## src/rtl/lsu_pkg.sv

```systemverilog
`default_nettype none
// ============================================================================
//  Module : lsu_pkg
//  Brief  : Shared funct3 codes, FSM state encoding and helpers for the LSU.
//  Rev    : 1.0  initial release
// ============================================================================
package lsu_pkg;

    localparam int LANE_BYTES = 4;

    // RV32I load/store funct3 codes
    localparam logic [2:0] F3_LB  = 3'b000;
    localparam logic [2:0] F3_LH  = 3'b001;
    localparam logic [2:0] F3_LW  = 3'b010;
    localparam logic [2:0] F3_LBU = 3'b100;
    localparam logic [2:0] F3_LHU = 3'b101;
    localparam logic [2:0] F3_SB  = 3'b000;
    localparam logic [2:0] F3_SH  = 3'b001;
    localparam logic [2:0] F3_SW  = 3'b010;

    typedef logic [2:0] state_t;

    localparam state_t S_IDLE   = 3'd0;
    localparam state_t S_RD     = 3'd1;
    localparam state_t S_WR     = 3'd2;
    localparam state_t S_RMW_RD = 3'd3;
    localparam state_t S_RMW_WR = 3'd4;
    localparam state_t S_RESP   = 3'd5;

    function automatic logic f3_legal(input logic we, input logic [2:0] f3);
        logic ok;
        ok = 1'b0;
        if (we) begin
            case (f3)
                F3_SB, F3_SH, F3_SW: ok = 1'b1;
                default:             ok = 1'b0;
            endcase
        end else begin
            case (f3)
                F3_LB, F3_LH, F3_LW, F3_LBU, F3_LHU: ok = 1'b1;
                default:                             ok = 1'b0;
            endcase
        end
        return ok;
    endfunction

endpackage
`default_nettype wire

```

## src/rtl/lsu_align.sv

```systemverilog
`default_nettype none
// ============================================================================
//  Module : lsu_align
//  Brief  : Combinational load lane extract/extend and store lane merge.
//  Rev    : 1.0  initial release
// ============================================================================
module lsu_align
    import lsu_pkg::*;
(
    input  logic [2:0]  i_funct3,
    input  logic [1:0]  i_lane,
    input  logic [31:0] i_load_word,
    input  logic [31:0] i_old_word,
    input  logic [31:0] i_store_data,
    output logic [31:0] o_load_data,
    output logic [31:0] o_merged_word
);

    logic [4:0]  w_shamt;
    logic [31:0] w_lane_word;
    logic [31:0] w_size_mask;
    logic [31:0] w_lane_mask;

    // One shift amount drives both the load extract and the store merge
    assign w_shamt     = {i_lane, 3'b000};
    assign w_lane_word = i_load_word >> w_shamt;
    assign w_lane_mask = w_size_mask << w_shamt;

    always_comb begin
        w_size_mask = 32'hFFFF_FFFF;
        case (i_funct3[1:0])
            2'b00:   w_size_mask = 32'h0000_00FF;
            2'b01:   w_size_mask = 32'h0000_FFFF;
            default: w_size_mask = 32'hFFFF_FFFF;
        endcase
    end

    always_comb begin
        o_load_data = w_lane_word;
        case (i_funct3)
            F3_LB:   o_load_data = {{24{w_lane_word[7]}}, w_lane_word[7:0]};
            F3_LH:   o_load_data = {{16{w_lane_word[15]}}, w_lane_word[15:0]};
            F3_LBU:  o_load_data = {24'h0, w_lane_word[7:0]};
            F3_LHU:  o_load_data = {16'h0, w_lane_word[15:0]};
            default: o_load_data = w_lane_word;
        endcase
    end

    assign o_merged_word = (i_old_word & ~w_lane_mask)
                         | ((i_store_data << w_shamt) & w_lane_mask);

endmodule
`default_nettype wire

```

## src/rtl/lsu_mem_master.sv

```systemverilog
`default_nettype none
// ============================================================================
//  Module : lsu_mem_master
//  Brief  : RV32I load/store initiator on a word-wide, byte-enable-less bus.
//  Rev    : 1.0  initial release
// ============================================================================
module lsu_mem_master
    import lsu_pkg::*;
#(
    parameter int ADDR_SHIFT    = 2,
    parameter bit MISALIGN_TRAP = 1'b1
) (
    input  logic        clock,
    input  logic        rst,
    input  logic        i_req_valid,
    output logic        o_req_ready,
    input  logic        i_req_we,
    input  logic [2:0]  i_funct3,
    input  logic [31:0] i_addr,
    input  logic [31:0] i_wdata,
    output logic        o_resp_valid,
    output logic [31:0] o_rdata,
    output logic        o_fault,
    output logic        o_read_cs,
    output logic        o_write_cs,
    output logic [31:0] o_address,
    output logic [31:0] o_memdat,
    input  logic [31:0] i_memdat
);

    state_t      r_state;
    logic [31:0] r_addr;
    logic [2:0]  r_funct3;
    logic [31:0] r_wdata;
    logic [31:0] r_word;
    logic [31:0] r_rdata;
    logic        r_fault;

    logic        w_accept;
    logic        w_is_half;
    logic        w_is_word;
    logic        w_misaligned;
    logic        w_fault;
    logic [31:0] w_addr_aligned;
    state_t      w_next_state;
    logic [31:0] w_load_data;
    logic [31:0] w_merged_word;

    assign o_req_ready  = (r_state == S_IDLE);
    assign w_accept     = i_req_valid & o_req_ready;
    assign o_resp_valid = (r_state == S_RESP);
    assign o_read_cs    = (r_state == S_RD) || (r_state == S_RMW_RD);
    assign o_write_cs   = (r_state == S_WR) || (r_state == S_RMW_WR);
    assign o_rdata      = r_rdata;
    assign o_fault      = r_fault;
    assign o_address    = r_addr >> ADDR_SHIFT;
    assign o_memdat     = (r_state == S_RMW_WR) ? w_merged_word : r_wdata;

    assign w_is_half    = (i_funct3[1:0] == 2'b01);
    assign w_is_word    = (i_funct3[1:0] == 2'b10);
    assign w_misaligned = (w_is_half & i_addr[0]) | (w_is_word & (|i_addr[1:0]));
    assign w_fault      = !f3_legal(i_req_we, i_funct3) || (MISALIGN_TRAP && w_misaligned);

    // Without trapping, the offending low bits are simply dropped
    assign w_addr_aligned = {i_addr[31:2],
                             i_addr[1] & ~w_is_word,
                             i_addr[0] & ~(w_is_half | w_is_word)};

    always_comb begin
        w_next_state = S_RESP;
        if (w_fault)
            w_next_state = S_RESP;
        else if (!i_req_we)
            w_next_state = S_RD;
        else if (i_funct3 == F3_SW)
            w_next_state = S_WR;
        else
            w_next_state = S_RMW_RD;
    end

    lsu_align u_align (
        .i_funct3      (r_funct3),
        .i_lane        (r_addr[1:0]),
        .i_load_word   (i_memdat),
        .i_old_word    (r_word),
        .i_store_data  (r_wdata),
        .o_load_data   (w_load_data),
        .o_merged_word (w_merged_word)
    );

    always_ff @(posedge clock or posedge rst) begin
        if (rst) begin
            r_state  <= S_IDLE;
            r_addr   <= 32'h0;
            r_funct3 <= 3'b000;
            r_wdata  <= 32'h0;
            r_word   <= 32'h0;
            r_rdata  <= 32'h0;
            r_fault  <= 1'b0;
        end else begin
            case (r_state)
                S_IDLE: begin
                    if (w_accept) begin
                        r_addr   <= w_addr_aligned;
                        r_funct3 <= i_funct3;
                        r_wdata  <= i_wdata;
                        r_fault  <= w_fault;
                        r_rdata  <= 32'h0;
                        r_state  <= w_next_state;
                    end
                end
                S_RD: begin
                    r_rdata <= w_load_data;
                    r_state <= S_RESP;
                end
                S_WR:     r_state <= S_RESP;
                S_RMW_RD: begin
                    r_word  <= i_memdat;
                    r_state <= S_RMW_WR;
                end
                S_RMW_WR: r_state <= S_RESP;
                S_RESP:   r_state <= S_IDLE;
                default:  r_state <= S_IDLE;
            endcase
        end
    end

endmodule
`default_nettype wire

```

## config.mk

```make
export PLATFORM = sky130hd
export DESIGN_NAME = lsu_mem_master
export DESIGN_NICKNAME = d
export VERILOG_FILES = /design/src/rtl/lsu_pkg.sv /design/src/rtl/lsu_align.sv /design/src/rtl/lsu_mem_master.sv
export SDC_FILE = /design/constraint.sdc
export NUM_CORES = 1
export LEC_CHECK = 0
export BUFFER_PORTS_ARGS = -buffer_cell sky130_fd_sc_hd__buf_2
export CAP_MARGIN = 20
export CELL_PAD_IN_SITES_DETAIL_PLACEMENT = 1
export CELL_PAD_IN_SITES_GLOBAL_PLACEMENT = 1
export CORE_UTILIZATION = 30
export CTS_BUF_LIST = sky130_fd_sc_hd__clkbuf_2
export CTS_CLUSTER_SIZE = 28
export DETAILED_ROUTE_END_ITERATION = 12
export HOLD_SLACK_MARGIN = 0.1
export PLACE_DENSITY = 0.62
export RECOVER_POWER = 25
export SETUP_SLACK_MARGIN = 0.1
export SLEW_MARGIN = 0
export SYNTH_ARGS = -nofsm -noshare
export SYNTH_HDL_FRONTEND = slang
export SYNTH_SLANG_ARGS = --single-unit
```

## constraint.sdc

```tcl
create_clock -name clock -period 10.8 [get_ports clock]
set_clock_uncertainty 0.1 [all_clocks]
set_input_delay 2.16 -clock clock [delete_from_list [all_inputs] [get_ports clock]]
set_output_delay 2.16 -clock clock [all_outputs]
set_load 0.02 [all_outputs]
```

==> reports/results.txt <==
run status - finished with violations
violated checks - capacitance limit, slew limit
number of synthesized flops with an enable pin - 0
setup total negative slack - 0 ns
startpoint-to-endpoint class of the critical path - register to primary output
worst hold path startpoint - r_addr[26]
share of the synthesized area in the top cell type - 49.4%
GRT Resource Usage Total - 20.0%
fraction of final layout cells with drive strength greater than 1 - 30.1%
hold crit path type - register to register
Adder-Cell Fraction of Synth Area - 0.366%
Overflow after GRT - 0
worst hold stages - 2
Ports - 204
cell area after technology mapping - 6840 µm²
buffers inserted during post-CTS setup optimization - 0
routability congestion estimate from global placement - 0.826
end of the worst register-to-register path - o_rdata[26]
multiplexer area fraction after synthesis - 11.4%
final setup vio count - 0
pin count of the biggest net entering global routing - 79
commonest non-fill, non-tap cells in the layout - sky130_fd_sc_hd__nand2_1, sky130_fd_sc_hd__buf_2, sky130_fd_sc_hd__dfrtp_1
achievable frequency - 0.183 GHz
distinct cell type count of the synthesized netlist - 46
mean post-synth cell area - 9.42 µm²
number of clock buffers inserted by TritonCTS - 17
nature of the critical path endpoint - primary output
worst min-delay path endpoint - r_addr[26]
Core Footprint - 22,100 µm²
port bufs - 201
via-per-instance ratio - 4.94
Final Cycle Share - 50.6%
Synth area leaders - sky130_fd_sc_hd__dfrtp_1, sky130_fd_sc_hd__nand2_1, sky130_fd_sc_hd__mux2_2, sky130_fd_sc_hd__mux2i_1, sky130_fd_sc_hd__buf_4
startpoint type of the worst setup path - register
clock-pin slew on the worst setup and hold paths - 0.22 ns
vias in the first global route - 6,010
main combinational cell family by area after synthesis - simple AND/OR/NAND/NOR gates
register bit total from synthesis - 135
final hold slack - 0.400 ns
dominant register cell in the synthesized netlist - sky130_fd_sc_hd__dfrtp_1
number of search-and-repair iterations in the first detailed-routing pass - 6
root buffer selected by CTS - sky130_fd_sc_hd__clkbuf_2
Die W - 153 µm
Max Root-Sink Buffers - 2
wire per inst - 19.4 µm
most frequent standard cell in the layout excluding fill and tap cells - sky130_fd_sc_hd__nand2_1
worst-case headroom to the max-slew limit - -83.2%
die outline area - 23,400 µm²
xor-xnor portion of the synthesized cell area - 0.128%
worst reg2reg path depth - 4
number of placement rows - 54
H-tree lvl count - 4
CTS tree - yes
CP max stage delay - 0.62 ns
Die Span Y - 153 µm
number of remaining DRC errors - 0
number of vias in the routed layout - 5,775
chain of cells forming the critical path - buf_4 -> nor2b_1 -> o21bai_1 -> mux2i_1 -> a21oi_1 -> buf_2
post-synthesis cell type with the largest combined area - sky130_fd_sc_hd__dfrtp_1
master of the slowest instance on the critical path - sky130_fd_sc_hd__nor2b_1
Compound-Gate Fraction of Synth Area - 14.0%
post-synthesis async set-or-reset flop share - 100%
Final Routed Wirelength - 22,700 µm
synthesized-area fraction occupied by and/or/nand/nor cells - 17.0%
maximum fanout along the worst path - 58
final slew viol count - 59
count of antenna-violating nets left after detailed routing - 0
initial antenna violation count - 2
setup repair after global routing missed its margin - false
synthesized instance count - 726
max-capacitance violation count - 1
CTS sink count - 135
Power Dens Cells - 326 nW/µm²
clock latency reported for the late side of the worst-skew pair - 0.69 ns
area added between synthesis and finish - 17.8%
Worst-Margin Slew - 2.73 ns
Worst R2R Start - r_state[0]
final hold viol count - 0
detailed router's first-iteration violation count - 240
slack of the worst reg-to-reg path - 8.34 ns
wire length of the first global-routing pass - 35,500 µm
Peak supply drop - 0.102 mV
post-route minimum period - 5.47 ns
arrival time at the worst endpoint - 3.21 ns
cell leakage power - 3.95 nW
sequential cell area fraction in the yosys report - 49.4%
fin nets - 980
hold-fix buffers at CTS - 0
post-cts resize count - 0
HPWL after detailed placement - 16,900 µm
critical path required time - 8.54 ns
effective utilization at floorplan - 30.9%
count of synthesis-stage warnings from yosys - 0
==> logic make-up (layout without fill, tap and decap cells) <==
family,after synthesis,count (layout)
AND/OR/NAND/NOR,276,276
AO/OA/AOI/OAI,145,145
flip-flops,135,135
buffers and inverters,93,254
multiplexers,73,73
adder cells (fa/ha/maj),2,2
other,1,3
XOR/XNOR,1,1
==> stage by stage <==
step | area (µm²) | util [%] | power, mW | std cells | worst slack, ns
after floorplan | 6840 | - | 1.89 | 727 | 4.93
after global placement | 7790 | 35.3 | 2.28 | 1134 | 6.10
after detailed placement | 7790 | 35.3 | 2.29 | 1134 | 6.07
after CTS | 8070 | 36.5 | 2.65 | 1166 | 5.24
after global routing | 8050 | 36.4 | 2.81 | 1168 | 5.08
final | 8060 | 36.5 | 2.62 | 1169 | 5.33
==> where the power goes <==
part           switching (mW)  total (mW)  internal, mW
combinational           0.881        1.37         0.492
clock                   0.200       0.352         0.152
sequential              0.167       0.896         0.729
total                    1.25        2.62          1.37
==> sequential cells by signal (all words and copies together) (netlist names) <==
register  count
r_funct3      3
r_state       3
r_addr       32
o_fault       1
r_wdata      32
o_rdata      32
r_word       32
==> critical path: cells and delay by family, from the launching register on <==
family | cells | cell delay, ns
buffers and inverters | 2 | 0.56
AO/OA/AOI/OAI | 2 | 0.64
flip-flops | 1 | 0.42
AND/OR/NAND/NOR | 1 | 0.62
multiplexers | 1 | 0.28
==> Yosys cell counts, drive strengths merged, types with 3 or more instances <==
cell type / count
a21oi: 51
a221o: 16
a22oi: 8
buf: 60
clkbuf: 22
dfrtp: 135
inv: 11
mux2: 41
mux2i: 32
nand2: 206
nand3: 9
nand3b: 3
nor2: 31
nor2b: 12
nor3b: 3
o211ai: 8
o21ai: 30
o22ai: 8
o2bb2ai: 17
==> worst max path at each step <==
stage	startpoint	end	slack (ns)
floorplan	rst	o_fault	4.93
global placement	r_addr[0]	o_memdat[16]	6.10
detailed placement	r_addr[0]	o_memdat[18]	6.07
CTS	r_addr[0]	o_memdat[18]	5.24
global route	r_addr[0]	o_memdat[23]	5.08
finish	r_addr[0]	o_memdat[18]	5.33
==> cell type report <==
type | instances | area, µm²
diodes | 1 | 2.50
clock buffers | 19 | 95.1
clock inverters | 13 | 179
fillers | 2625 | 14000
inverters | 11 | 42.5
multi-input cells | 499 | 2950
flip-flops and latches | 135 | 3380
well taps | 280 | 350
repair buffers | 211 | 1060
==> metal layers <==
| metal | vias up | routed length (µm) | GRT usage (%) |
|---|---|---|---|
| met5 | - | 17 | 0 |
| met4 | 2 | 429 | 5.44 |
| met3 | 26 | 1290 | 5.53 |
| met2 | 192 | 10300 | 31.1 |
| met1 | 2816 | 10700 | 27.2 |
| li1 | 2739 | - | - |
Power figures use the tool's default switching activity.
